$ cat src/rtl/serial_comparator.sv
// serial_comparator
//   Sequential magnitude comparator with a start/busy/done handshake.
//   Operands are scanned MSB-first, `step` bits per clock. By default the
//   scan stops at the first differing chunk.
//
//   Optional build macro: CMP_CONST_LATENCY_EN
//     When defined, every compare takes all size/step chunks, so the timing
//     does not depend on the data. The results are the same as in the
//     default build.
//
// Parameters
//   size : operand width in bits (size >= 2)
//   step : bits examined per SCAN cycle (size % step == 0)
//
// Ports
//   clock       in   rising-edge clock
//   reset       in   asynchronous, active-high reset
//   start       in   request; sampled only in IDLE
//   signed_mode in   1 = two's-complement compare, 0 = unsigned; latched with start
//   a, b        in   operands; latched with start
//   busy        out  high while scanning
//   done        out  one-cycle pulse; results valid
//   a_gt_b      out  registered result, A > B
//   a_lt_b      out  registered result, A < B
//   a_eq_b      out  registered result, A == B
module serial_comparator #(
  parameter int unsigned size = 8,
  parameter int unsigned step = 1
) (
  input  logic            clock,
  input  logic            reset,
  input  logic            start,
  input  logic            signed_mode,
  input  logic [size-1:0] a,
  input  logic [size-1:0] b,
  output logic            busy,
  output logic            done,
  output logic            a_gt_b,
  output logic            a_lt_b,
  output logic            a_eq_b
);

  localparam int unsigned chunks = size / step;
  localparam int unsigned cnt_w  = (chunks > 1) ? $clog2(chunks) : 1;

  if (size < 2 || step == 0 || (size % step) != 0) begin : g_param_check
    $error("serial_comparator: size must be >= 2 and a multiple of step");
  end

  typedef enum logic [1:0] {
    IDLE = 2'd0,
    SCAN = 2'd1,
    DONE = 2'd2
  } state_t;

  state_t            state;
  logic [cnt_w-1:0]  cnt;
  logic [size-1:0]   a_q;
  logic [size-1:0]   b_q;

  logic [size-1:0]   a_shift;
  logic [size-1:0]   b_shift;
  logic [step-1:0]   a_chunk;
  logic [step-1:0]   b_chunk;
  logic              chunk_diff;
  logic              chunk_gt;
  logic              last_chunk;

`ifdef CMP_CONST_LATENCY_EN
  // Verdict of the first differing chunk. Later chunks must not override it.
  logic              decided;
  logic              decided_gt;
`endif

  // Select the chunk under the counter. Shifting first keeps the part-select
  // constant.
  always_comb begin
    a_shift    = a_q >> (cnt * step);
    b_shift    = b_q >> (cnt * step);
    a_chunk    = a_shift[step-1:0];
    b_chunk    = b_shift[step-1:0];
    chunk_diff = (a_chunk != b_chunk);
    chunk_gt   = (a_chunk > b_chunk);
    last_chunk = (cnt == '0);
  end

  always_comb begin
    busy = (state == SCAN);
    done = (state == DONE);
  end

  always_ff @(posedge clock or posedge reset) begin
    if (reset) begin
      state  <= IDLE;
      cnt    <= '0;
      a_q    <= '0;
      b_q    <= '0;
      a_gt_b <= 1'b0;
      a_lt_b <= 1'b0;
      a_eq_b <= 1'b0;
`ifdef CMP_CONST_LATENCY_EN
      decided    <= 1'b0;
      decided_gt <= 1'b0;
`endif
    end else begin
      case (state)
        IDLE: begin
          if (start) begin
            // Flipping the sign bit maps two's complement onto offset binary.
            // The scan is then always an unsigned compare.
            a_q   <= {a[size-1] ^ signed_mode, a[size-2:0]};
            b_q   <= {b[size-1] ^ signed_mode, b[size-2:0]};
            cnt   <= cnt_w'(chunks - 1);
            state <= SCAN;
`ifdef CMP_CONST_LATENCY_EN
            decided    <= 1'b0;
            decided_gt <= 1'b0;
`endif
          end
        end

        SCAN: begin
`ifdef CMP_CONST_LATENCY_EN
          if (last_chunk) begin
            state <= DONE;
            if (decided) begin
              a_gt_b <= decided_gt;
              a_lt_b <= ~decided_gt;
              a_eq_b <= 1'b0;
            end else if (chunk_diff) begin
              a_gt_b <= chunk_gt;
              a_lt_b <= ~chunk_gt;
              a_eq_b <= 1'b0;
            end else begin
              a_gt_b <= 1'b0;
              a_lt_b <= 1'b0;
              a_eq_b <= 1'b1;
            end
          end else begin
            cnt <= cnt - 1'b1;
            if (!decided && chunk_diff) begin
              decided    <= 1'b1;
              decided_gt <= chunk_gt;
            end
          end
`else
          if (chunk_diff) begin
            a_gt_b <= chunk_gt;
            a_lt_b <= ~chunk_gt;
            a_eq_b <= 1'b0;
            state  <= DONE;
          end else if (last_chunk) begin
            a_gt_b <= 1'b0;
            a_lt_b <= 1'b0;
            a_eq_b <= 1'b1;
            state  <= DONE;
          end else begin
            cnt <= cnt - 1'b1;
          end
`endif
        end

        DONE: state <= IDLE;

        default: state <= IDLE;
      endcase
    end
  end

endmodule

$ cat config.mk
export PLATFORM = sky130hd
export DESIGN_NAME = serial_comparator
export DESIGN_NICKNAME = d
export VERILOG_FILES = /design/src/rtl/serial_comparator.sv
export SDC_FILE = /design/constraint.sdc
export NUM_CORES = 1
export LEC_CHECK = 0
export CELL_PAD_IN_SITES_DETAIL_PLACEMENT = 2
export CELL_PAD_IN_SITES_GLOBAL_PLACEMENT = 2
export CORE_AREA = 5 5 64 66
export DETAILED_ROUTE_END_ITERATION = 16
export DIE_AREA = 0 0 69 71
export PLACE_DENSITY_LB_ADDON = 0.1
export RECOVER_POWER = 100
export SYNTH_ARGS = -nofsm -noshare
export SYNTH_HDL_FRONTEND = slang
export SYNTH_SLANG_ARGS = --single-unit
$ cat constraint.sdc
create_clock -name clock -period 3.5 [get_ports clock]
set_input_delay 0.7 -clock clock [delete_from_list [all_inputs] [get_ports clock]]
set_output_delay 0.7 -clock clock [all_outputs]
set_load 0.01 [all_outputs]
==> impl_metrics.env <==
export IMPL_max_slew_margin_rel_pct=30.03
export IMPL_grt_usage_pct=10.80
export IMPL_cpLargestDelayFamily="multiplexers"
export IMPL_final_cell_mix="24 x dfrtp_1, 17 x clkdlybuf4s50_1, 16 x mux2_1"
export IMPL_hold_viol=0
export IMPL_cap_violations=0
export IMPL_peakVddDrop_mv=0.2978
export IMPL_hpwlAfterDp_microns=1830
export IMPL_crit_slowest_cell="mux4_1"
export IMPL_outcome="complete, no violations"
export IMPL_critPathBufInv=0
export IMPL_cp_arrival_ns=2.66
export IMPL_final_common_cell="dfrtp_1"
export IMPL_final_antenna_net_count=0
export IMPL_grt_max_degree=25
export IMPL_hold_path_class="flop to flop"
export IMPL_ff2ff_path_depth=6
export IMPL_clock_skew_ns=0.002724
export IMPL_crit_chain="mux4_1, nand2_1, and2_1, ha_1, a21oi_1, mux2_1"
export IMPL_drc=0
export IMPL_cts_sinks=24
export IMPL_report_final_slew_viol_count=0
export IMPL_timing_critical_path_slowest_cell_delay_ns=0.60
export IMPL_cts_buffer_depth=2
export IMPL_rows=22
export IMPL_post_cts_buffers=0
export IMPL_num_nets_final=139
export IMPL_critPathRequiredTime_ns=3.71
export IMPL_cts_buffers=3
export IMPL_fp_dieArea_sq_um=4899
export IMPL_utilization_pct=42.79
export IMPL_viasPerCell=4.778
export IMPL_synthesis_nets=112
export IMPL_fin_crit_ns=2.449
export IMPL_start_util_pct=33.38
export IMPL_antennaDiodeCount=0
export IMPL_syn_avg_cell_area_sq_um=13.37
export IMPL_syn_to_final_growth_pct=28.19
export IMPL_crit_fanout=7
export IMPL_cts_hold_buf=0
export IMPL_wl_microns=2339
export IMPL_avgRoutedWirePerCell_microns=14.44
export IMPL_tightest_slew_ns=1.050
export IMPL_rsz0062_at_grt="false"
export IMPL_htreeDepth=1
export IMPL_synth_cell_types=26
export IMPL_antenna_found_initial=0
export IMPL_cts_resized=0
export IMPL_ys_ff_latch=24
export IMPL_clkLatencyLatePin_ns=0.31
export IMPL_whs_path_depth=1
export IMPL_syn_cell_area_sq_um=1176
export IMPL_drt_first_pass_iters=4
export IMPL_ys_seq_area_share_pct=51.06
export IMPL_num_io_pins=25
export IMPL_multi_input_area_sq_um=531.8
export IMPL_drive_above_1_share_pct=6.140
export IMPL_setup_viol=0
export IMPL_fin_tns_setup_ns=0
export IMPL_clock_fmax_mhz=408.3
export IMPL_yosys_warnings=0
export IMPL_crit_type="flop to flop"
export IMPL_grt_pass1_wl_microns=4271
export IMPL_globalRouteOverflowTotal=0
export IMPL_io_buffers=24
export IMPL_place_congestion=0.7568
export IMPL_seqCellArea_sq_um=600.6
export IMPL_clkTransAtPathRegs_ns=0.13
export IMPL_start_kind="flop"
export IMPL_p_leak_nw=0.6708
export IMPL_cts_root_buf="clkbuf_4"
export IMPL_power_density_nw_per_um2=792.1
export IMPL_die_h_microns=71
export IMPL_first_global_vias=892
export IMPL_synth_cells=88
export IMPL_fillCellCount=382
export IMPL_vias=774
export IMPL_cp_end_kind="flop"
export IMPL_crit_cells=6
export IMPL_drt_iter0_drc=24
export IMPL_core_area_sq_um=3523
export IMPL_fin_crit_sh_pct=69.98
export IMPL_dieWidth_microns=69
export IMPL_cts_tree="done"
[metrics by stage]
stage / hold slack (ns) / cells / total power, mW / setup slack (ns) / area, sq um
after CTS: 0.5099 / 162 / 1.247 / 1.112 / 1520
after global placement: 0.4716 / 158 / 1.021 / 1.214 / 1468
after floorplan: 0.4488 / 88 / 0.8642 / 1.385 / 1176
after global routing: 0.5259 / 162 / 1.304 / 0.8546 / 1508
final: 0.4988 / 162 / 1.194 / 1.051 / 1508
after detailed placement: 0.4783 / 158 / 1.043 / 1.148 / 1468
[state kept, by name, summed over array words and instances, names as in the netlist]
name	cells
a_lt_b	1
a_eq_b	1
b_q	8
a_gt_b	1
state	2
a_q	8
cnt	3
[worst paths after layout]
check | slack (ns) | endpoint | startpoint
setup / recovery | 1.05 | a_lt_b$_DFFE_PP0P_ | cnt[0]$_DFFE_PP0P_
hold / removal | 0.50 | a_gt_b$_DFFE_PP0P_ | a_gt_b$_DFFE_PP0P_
setup reg to reg | 1.05 | a_lt_b$_DFFE_PP0P_ | cnt[0]$_DFFE_PP0P_
hold reg to reg | 0.50 | a_gt_b$_DFFE_PP0P_ | a_gt_b$_DFFE_PP0P_
max in group asynchronous | 1.92 | a_q[0]$_DFFE_PP0P_ | reset
min in group asynchronous | 1.02 | b_q[5]$_DFFE_PP0P_ | reset
[logic make-up (layout without fill, tap and decap cells)]
family                   count (synthesis)  count (layout)  share of synthesized area, %
AND/OR/NAND/NOR                         21              21                         9.787
XOR/XNOR                                 2               2                         1.490
AO/OA/AOI/OAI                            8               8                         4.894
multiplexers                            21              21                         25.11
flip-flops                              24              24                         51.06
buffers and inverters                    8              34                         3.404
adder cells (fa/ha/maj)                  4               4                         4.255
[report_power, final]
part,internal [mW],total [mW],switching (mW)
registers,0.407,0.493,0.0863
logic,0.276,0.502,0.226
clock network,0.116,0.198,0.0827
total,0.799,1.19,0.395
[worst register-to-register path, cell delays in order, from the launching register on]
cell and delay [ns]:
dfrtp_1 0.53, mux4_1 0.60, nand2_1 0.10, and2_1 0.13, ha_1 0.31, a21oi_1 0.34
mux2_1 0.35
[routing by layer]
layer / GRT usage, % / vias up / wire length (microns)
li1: - / 365 / -
met5: 0 / - / 0
met1: 13.26 / 393 / 1004
met3: 2.415 / 2 / 103
met2: 18.01 / 14 / 1208
met4: 5.206 / 0 / 23
[layout make-up]
| cell class | count | area share, % |
|---|---|---|
| inverters | 5 | 1.245 |
| repair buffers | 25 | 16.18 |
| clock buffers | 3 | 1.494 |
| flip-flops and latches | 24 | 39.83 |
| well taps | 48 | 3.983 |
| multi-input cells | 56 | 35.27 |
| clock inverters | 1 | 1.992 |
[synth_stat cells]
master,instances,area share (%)
and2_1,2,1.1
ha_1,4,4.3
a211o_1,1,0.74
and3_1,1,0.53
mux2i_1,1,0.85
nand2b_1,1,0.53
nand4_1,3,1.6
dfrtp_1,24,51
nor2b_1,2,1.1
nand2_1,6,1.9
inv_2,2,0.64
nor3b_1,1,0.64
o21a_1,1,0.64
mux2_1,16,15
o21ai_0,1,0.43
a21oi_2,1,0.74
a31o_1,1,0.74
o22a_1,1,0.74
buf_2,2,0.85
inv_1,3,0.96
mux4_1,4,8.9
buf_6,1,0.96
nand2b_4,1,1.2
a21oi_1,2,0.85
nor2_1,4,1.3
xnor2_1,2,1.5
Power figures use the tool's default switching activity.
